$ cat config.mk
export PLATFORM = sky130hd
export DESIGN_NAME = dmem_arbiter
export DESIGN_NICKNAME = d
export VERILOG_FILES = /design/src/rtl/dmem_arbiter.sv
export SDC_FILE = /design/constraint.sdc
export NUM_CORES = 1
export LEC_CHECK = 0
export CAP_MARGIN = 20
export CORE_AREA = 2 2 90 92
export DETAILED_ROUTE_END_ITERATION = 12
export DIE_AREA = 0 0 92 94
export PLACE_DENSITY = 0.76
export SLEW_MARGIN = 20
export SYNTH_ARGS = -nofsm -noshare
export SYNTH_HDL_FRONTEND = slang
export SYNTH_SLANG_ARGS = --single-unit
export TNS_END_PERCENT = 10
$ cat constraint.sdc
create_clock -name clk -period 1.9 [get_ports clk]
set_input_delay 0.38 -clock clk [delete_from_list [all_inputs] [get_ports clk]]
set_output_delay 0.38 -clock clk [all_outputs]
set_load 0.1 [all_outputs]
$ cat src/rtl/dmem_arbiter.sv
// rtl/dmem_arbiter.sv - two-requester round-robin arbiter with bounded lock in front of DataMemory
// Registered read return with a one-cycle rvalid strobe per requester.
module dmem_arbiter #(
  parameter int DATA_WIDTH = 32,
  parameter int ADDR_WIDTH = 4,
  parameter int MAX_LOCK   = 8
) (
  input  logic                  clk,
  input  logic                  rst,
  input  logic                  m0_req,
  input  logic                  m0_we,
  input  logic                  m0_lock,
  input  logic [ADDR_WIDTH-1:0] m0_addr,
  input  logic [DATA_WIDTH-1:0] m0_wdata,
  input  logic                  m1_req,
  input  logic                  m1_we,
  input  logic                  m1_lock,
  input  logic [ADDR_WIDTH-1:0] m1_addr,
  input  logic [DATA_WIDTH-1:0] m1_wdata,
  output logic                  m0_gnt,
  output logic                  m1_gnt,
  output logic                  m0_rvalid,
  output logic                  m1_rvalid,
  output logic [DATA_WIDTH-1:0] rdata,
  output logic                  mem_we,
  output logic                  mem_re,
  output logic [ADDR_WIDTH-1:0] mem_addr,
  output logic [DATA_WIDTH-1:0] mem_data_in,
  input  logic [DATA_WIDTH-1:0] mem_data_out
);

  localparam int CW = $clog2(MAX_LOCK + 1);
  localparam logic [CW-1:0] LP_MAX = CW'(MAX_LOCK);

  typedef enum logic [1:0] {
    S_IDLE  = 2'd0,
    S_LOCK0 = 2'd1,
    S_LOCK1 = 2'd2
  } fsm_t;

  fsm_t                  r_fsm;
  fsm_t                  w_fsm_nxt;
  logic                  r_prio;
  logic                  w_prio_nxt;
  logic [CW-1:0]         r_lock_cnt;
  logic [CW-1:0]         w_lock_cnt_nxt;
  logic [CW-1:0]         w_cnt_inc;
  logic [DATA_WIDTH-1:0] r_rdata;
  logic                  r_m0_rvalid;
  logic                  r_m1_rvalid;
  logic                  w_gnt0;
  logic                  w_gnt1;
  logic                  w_rd0;
  logic                  w_rd1;

  assign w_cnt_inc = r_lock_cnt + 1'b1;
  assign w_rd0     = w_gnt0 & ~m0_we;
  assign w_rd1     = w_gnt1 & ~m1_we;

  always_ff @(posedge clk or posedge rst) begin
    if (rst) begin
      r_fsm       <= S_IDLE;
      r_prio      <= 1'b0;
      r_lock_cnt  <= '0;
      r_rdata     <= '0;
      r_m0_rvalid <= 1'b0;
      r_m1_rvalid <= 1'b0;
    end else begin
      r_fsm       <= w_fsm_nxt;
      r_prio      <= w_prio_nxt;
      r_lock_cnt  <= w_lock_cnt_nxt;
      r_m0_rvalid <= w_rd0;
      r_m1_rvalid <= w_rd1;
      if (w_rd0 | w_rd1) begin
        r_rdata <= mem_data_out;
      end
    end
  end

  // Leaving a lock tenure (release, bubble or forced timeout) always favours the other side.
  always_comb begin
    w_fsm_nxt      = r_fsm;
    w_prio_nxt     = r_prio;
    w_lock_cnt_nxt = r_lock_cnt;
    case (r_fsm)
      S_IDLE: begin
        if (w_gnt0) begin
          w_prio_nxt = 1'b1;
          if (m0_lock) begin
            w_fsm_nxt      = S_LOCK0;
            w_lock_cnt_nxt = CW'(1);
          end
        end else if (w_gnt1) begin
          w_prio_nxt = 1'b0;
          if (m1_lock) begin
            w_fsm_nxt      = S_LOCK1;
            w_lock_cnt_nxt = CW'(1);
          end
        end
      end
      S_LOCK0: begin
        w_lock_cnt_nxt = w_cnt_inc;
        if (!(m0_req && m0_lock && (w_cnt_inc < LP_MAX))) begin
          w_fsm_nxt      = S_IDLE;
          w_prio_nxt     = 1'b1;
          w_lock_cnt_nxt = '0;
        end
      end
      S_LOCK1: begin
        w_lock_cnt_nxt = w_cnt_inc;
        if (!(m1_req && m1_lock && (w_cnt_inc < LP_MAX))) begin
          w_fsm_nxt      = S_IDLE;
          w_prio_nxt     = 1'b0;
          w_lock_cnt_nxt = '0;
        end
      end
      default: begin
        w_fsm_nxt      = S_IDLE;
        w_lock_cnt_nxt = '0;
      end
    endcase
  end

  always_comb begin
    w_gnt0      = 1'b0;
    w_gnt1      = 1'b0;
    mem_we      = 1'b0;
    mem_re      = 1'b0;
    mem_addr    = '0;
    mem_data_in = '0;
    if (!rst) begin
      case (r_fsm)
        S_IDLE: begin
          if (m0_req && (!m1_req || !r_prio)) begin
            w_gnt0 = 1'b1;
          end else if (m1_req) begin
            w_gnt1 = 1'b1;
          end
        end
        S_LOCK0: w_gnt0 = m0_req;
        S_LOCK1: w_gnt1 = m1_req;
        default: ;
      endcase
    end
    if (w_gnt0) begin
      mem_we      = m0_we;
      mem_re      = ~m0_we;
      mem_addr    = m0_addr;
      mem_data_in = m0_wdata;
    end else if (w_gnt1) begin
      mem_we      = m1_we;
      mem_re      = ~m1_we;
      mem_addr    = m1_addr;
      mem_data_in = m1_wdata;
    end
  end

  assign m0_gnt    = w_gnt0;
  assign m1_gnt    = w_gnt1;
  assign m0_rvalid = r_m0_rvalid;
  assign m1_rvalid = r_m1_rvalid;
  assign rdata     = r_rdata;

endmodule

[After elaboration in Yosys (flattened, before gate mapping)]
Cells that the tools add are included.
Storage, ports and cells
  bits in registers: 41
  word-level logic and storage cells: 67
Operators by class
  $add $sub $neg: 1
  muxes and demuxes: 34
  bitwise logic cells: 5
  reduce and logical (&&, ||, !) cells: 13
  eq/ne operators: 7
  order comparisons: 1
Operators with widths (number)
  2-to-1 mux 32 bit: 2
  2-to-1 mux 4 bit: 8
  2-to-1 mux 1 bit: 13
  2-to-1 mux 2 bit: 6
  one-hot mux 4 bit (3 select lines): 1
  != test 3 bit (second input constant): 3
  one-hot mux 2 bit (3 select lines): 1
  logical AND 1 bit: 5
  AND reduction 5 bit: 1
  adder 4 x 1 -> 4 bit (second input constant): 1
  < comparator 4 bit (second input constant): 1
  != test 2 bit (second input constant): 2
  one-hot mux 1 bit (2 select lines): 2
  AND reduction 4 bit: 1
  one-hot mux 1 bit (3 select lines): 1
  AND reduction 3 bit: 1
  nonzero test 3 bit: 1
  AND 1 bit: 2
  equality test 2 x 1 -> 1 bit (second input constant): 1
  equality test 2 bit (second input constant): 1
  zero test 1 bit: 2
  zero test 2 bit: 1
  NOT 1 bit: 2
  logical OR 1 bit: 1
  OR 1 bit: 1

[Longest topological paths before layout]
  depth in word-level cells: 9
  mapped depth: 8
  gate-level depth less buffers: 7

[Worst setup path after synthesis]
No wires, ideal clock.
  path kind: flip-flop to output port
  from: register r_fsm[1]
  to: output mem_addr[0]
  cell stages (with the launch flop): 8
  required time: 1.520 ns
  buffers on the path: 1
  path slack: -1.539 ns
  data arrival time: 3.059 ns
  path through: dfrtp_1 inv_1 ha_1 nand3b_1 o211ai_2 inv_2 clkbuf_1 a22o_1
RTL lines
  start: declaration: line 41  | fsm_t r_fsm;
  start signal: assignment: line 69  | r_fsm <= w_fsm_nxt;
  equality test 2 x 1 -> 1 bit or zero test 2 bit (tied branches): line 132  | case (r_fsm)
  one-hot mux 1 bit (2 select lines) *: line 132
  2-to-1 mux 1 bit *: line 131  | if (!rst) begin
  via m0_gnt: line 20  | output logic m0_gnt,
  2-to-1 mux 4 bit *: line 145  | if (w_gnt0) begin
  end: declaration: line 27  | output logic [ADDR_WIDTH-1:0] mem_addr,
The timed path passes the listed nets; every way through them passes the cells marked *.

[Worst setup path after layout]
  from: register r_fsm[1]
  to: output mem_data_in[23]
Between the ends
  word-level cells in the longest chain between the ends: 5
Ends and longest elaborated chain
  equality test 2 bit or zero test 2 bit (tied branches): line 132
  one-hot mux 1 bit (2 select lines): line 132
  2-to-1 mux 1 bit: line 131
  2-to-1 mux 32 bit: line 150  | end else if (w_gnt1) begin
  2-to-1 mux 32 bit *: line 145
  end: declaration: line 28  | output logic [DATA_WIDTH-1:0] mem_data_in,
Every way passes the cells marked *; elsewhere a longest branch is shown, timed or not.

==> results.md <==
* Vias at 2333
* RSZ-0062 raised after global routing: yes
* Yosys synthesis warning count at 0
* Fin crit period at 2.488 ns
* Core box area at 7607 µm²
* Tcrit/Tclk final at 130.9%
* F_max at around 400 MHz
* Status: finished with violations
* Initial drt markers at 122
* Setup ws final at -0.5877 ns
* Endpoint class of the critical path: output pin
* Clock slew at reported path FFs at 0.08 ns
* Die width at 92 µm
* Clk Tree Root Cell: clkbuf_8
* Gpl congestion at approximately 0.83
* CP startpoint kind: flip-flop
* Syn_nets at between 200 and 300
* Initial antenna violation count at 0
* Pleak at roughly 2.3 nW
* Sequential fraction of the synthesis area at between 40% and 50%
* Final Hold Fails at 0
* Clock sink count at 41
* Layout cells sized above 1 at roughly half
* Clock Skew at 0.005373 ns
* Number of CTS-inserted buffers at 5
* Worst slew pin tran at 0.3046 ns
* Layout net count at 499
* Placed cell areas at between 4000 and 5000 µm²
* Max-slew violations at 0
* CTS H-tree depth at 2
* Utilization after layout at 67.63%
* Die Ht at 94 µm
* Ant. Diodes at 0
* Drt via density at 4.810
* Grt total ovfl at 0
* Cells after synthesis at 176
* Clock Tree Buf Depth at 2
* Hold crit path type: reg2reg
* All-Layer GR Usage at 19.58%
* First-pass GRT wire length at 13110 µm
* Crit path max fanout at 8
* CTS tree: done
* Drt pass-1 iters at 4
* Synth Register Bits at 41
* WP data required at between 1.5 and 2 ns
* Wire length per cell at about 18 µm
* Non-Filler Instances at slightly below 500
* Post-route cell area at between 5000 and 6000 µm²
* Yosys top cell area share at 46.78%
* Max rail drop VDD at 1.432 mV
* # Max-Cap Violations at 0
* I/O Buffers at about 190
* Most frequent cells in the layout: clkdlybuf4s50_1 (111), buf_4 (51), buf_12 (46)
* Synth unique cells at 39
* Io pins at 186
* Final setup TNS at -31.61 ns
* Placed cells at 475
* Design Power at around 8.6 mW
* Worst Path Arrival at 2.11 ns
* Setup-failing EPs final at 76
* WL final at roughly 8700 µm
* Syn-to-layout area delta at 134.6%
* Std-Cell Rows at 32
* Synth Area per Inst at 12.46 µm²
* Initial Util at 28.83%
* Most common cell after layout, fill and taps aside: clkdlybuf4s50_1
* Vias in the first global route at 2398
* Die Area at about 8600 µm²
* WS Path Type: reg2out
* Synth area leaders: dfrtp_1 (47%), mux2_2 (15%), a22o_1 (15%), mux2_1 (3.1%), ha_1 (2.9%)
* Final ANT Viol Nets at 0
* Mapped cell area at roughly 2200 µm²
* Clk_lat worst skew at 0.28 ns
* DRC at 0
* PD cells at 1664 nW/µm²
* Relative slew margins at between 70% and 80%
* Synth area leader: dfrtp_1
* DP Wirelength at 6896 µm
* Pin count of the biggest net entering global routing at 42
* R2R Setup Slk at -0.31 ns
* Violated checks: negative setup slack
-- Yosys cell counts --
cell	instances
nand3b_4	1
dfrtp_1	41
nor2_2	1
a211oi_1	1
o211ai_2	1
o22a_1	1
a21oi_1	1
buf_2	4
nor2b_1	2
o211a_1	1
o22ai_2	1
a21o_1	1
a211o_1	2
clkbuf_1	3
nor3b_1	1
nand4b_1	1
o311a_1	1
nand2_1	1
mux2_1	6
inv_1	4
o21ai_0	2
mux2_2	29
and3_1	2
o211ai_1	2
nor2_1	6
a22o_1	37
inv_2	2
ha_1	5
or4b_2	2
buf_4	3
or3b_4	1
a31oi_1	1
nand3_1	1
o2111ai_1	1
nor3_1	1
and4_1	2
and2_1	2
nand3b_1	1
or3_1	1
-- stage by stage --
step	setup WS, ns	hold WS [ns]
global placement	-0.5096	0.4765
finish	-0.5877	0.5007
floorplan	-0.2704	0.4579
global route	-0.7089	0.5196
CTS	-0.6285	0.5005
detailed placement	-0.5257	0.4828
-- worst max-delay path: stages, from the launching register on --
cell and delay, ns:
dfrtp_1 0.40, inv_2 0.07, ha_2 0.21, nand3b_1 0.21
o211ai_2 0.11, inv_2 0.11, nor2_4 0.18, buf_4 0.23
a22o_4 0.15, buf_12 0.17
-- cells by family after synthesis --
kind of cell | after synthesis | synth area share, %
adder cells (fa/ha/maj) | 5 | 2.852
multiplexers | 35 | 17.97
AO/OA/AOI/OAI | 53 | 20.76
AND/OR/NAND/NOR | 26 | 8.157
buffers and inverters | 16 | 3.480
flip-flops | 41 | 46.78
-- registers in the layout, indices dropped and copies added (netlist names) --
| register | count |
|---|---|
| m1_rvalid | 1 |
| rdata | 32 |
| r_prio | 1 |
| r_fsm | 2 |
| r_lock_cnt | 4 |
| m0_rvalid | 1 |
-- path summary, 6_finish.rpt --
check,startpoint,end,depth (start not counted)
worst max-delay path,r_fsm[1],mem_data_in[23],9
worst min-delay path,rdata[23],rdata[23],1
worst max register to register,r_fsm[0],rdata[6],8
worst min register to register,rdata[23],rdata[23],1
max in group asynchronous,rst,rdata[6],3
min in group asynchronous,rst,r_lock_cnt[3],3
-- per-layer routing --
layer	GRT usage [%]	share of wire [%]	wire length, µm
met1	21.63	36	3142
met2	36.83	55	4749
met3	6.019	8.2	713
met4	4.353	1.0	91
met5	0	0	0
-- power breakdown --
| part | internal (mW) | switching, mW | leakage [nW] |
|---|---|---|---|
| registers | 1.26 | 0.228 | 0.497 |
| clock network | 0.253 | 0.288 | 0.0439 |
| logic | 2.02 | 4.52 | 1.78 |
| total | 3.53 | 5.03 | 2.32 |
-- timing repair --
| item | 4_1_cts | 5_1_grt |
|---|---|---|
| hold buffers | 0 | 0 |
| setup endpoints to repair | 76 | 78 |
| pin swaps | 2 | 1 |
| buffers inserted | 0 | 1 |
| gates cloned | 0 | 1 |
| resized for setup | 3 | 9 |
-- area by class of cell --
cell class / instances / area [µm²]
fillers: 557 / 2462
repair buffers: 209 / 2440
multi-input cells: 119 / 1443
flip-flops and latches: 41 / 1026
well taps: 102 / 127.6
clock buffers: 5 / 68.82
inverters: 6 / 22.52
clock inverters: 3 / 17.52
No activity file was read; power rests on OpenSTA's default activity.
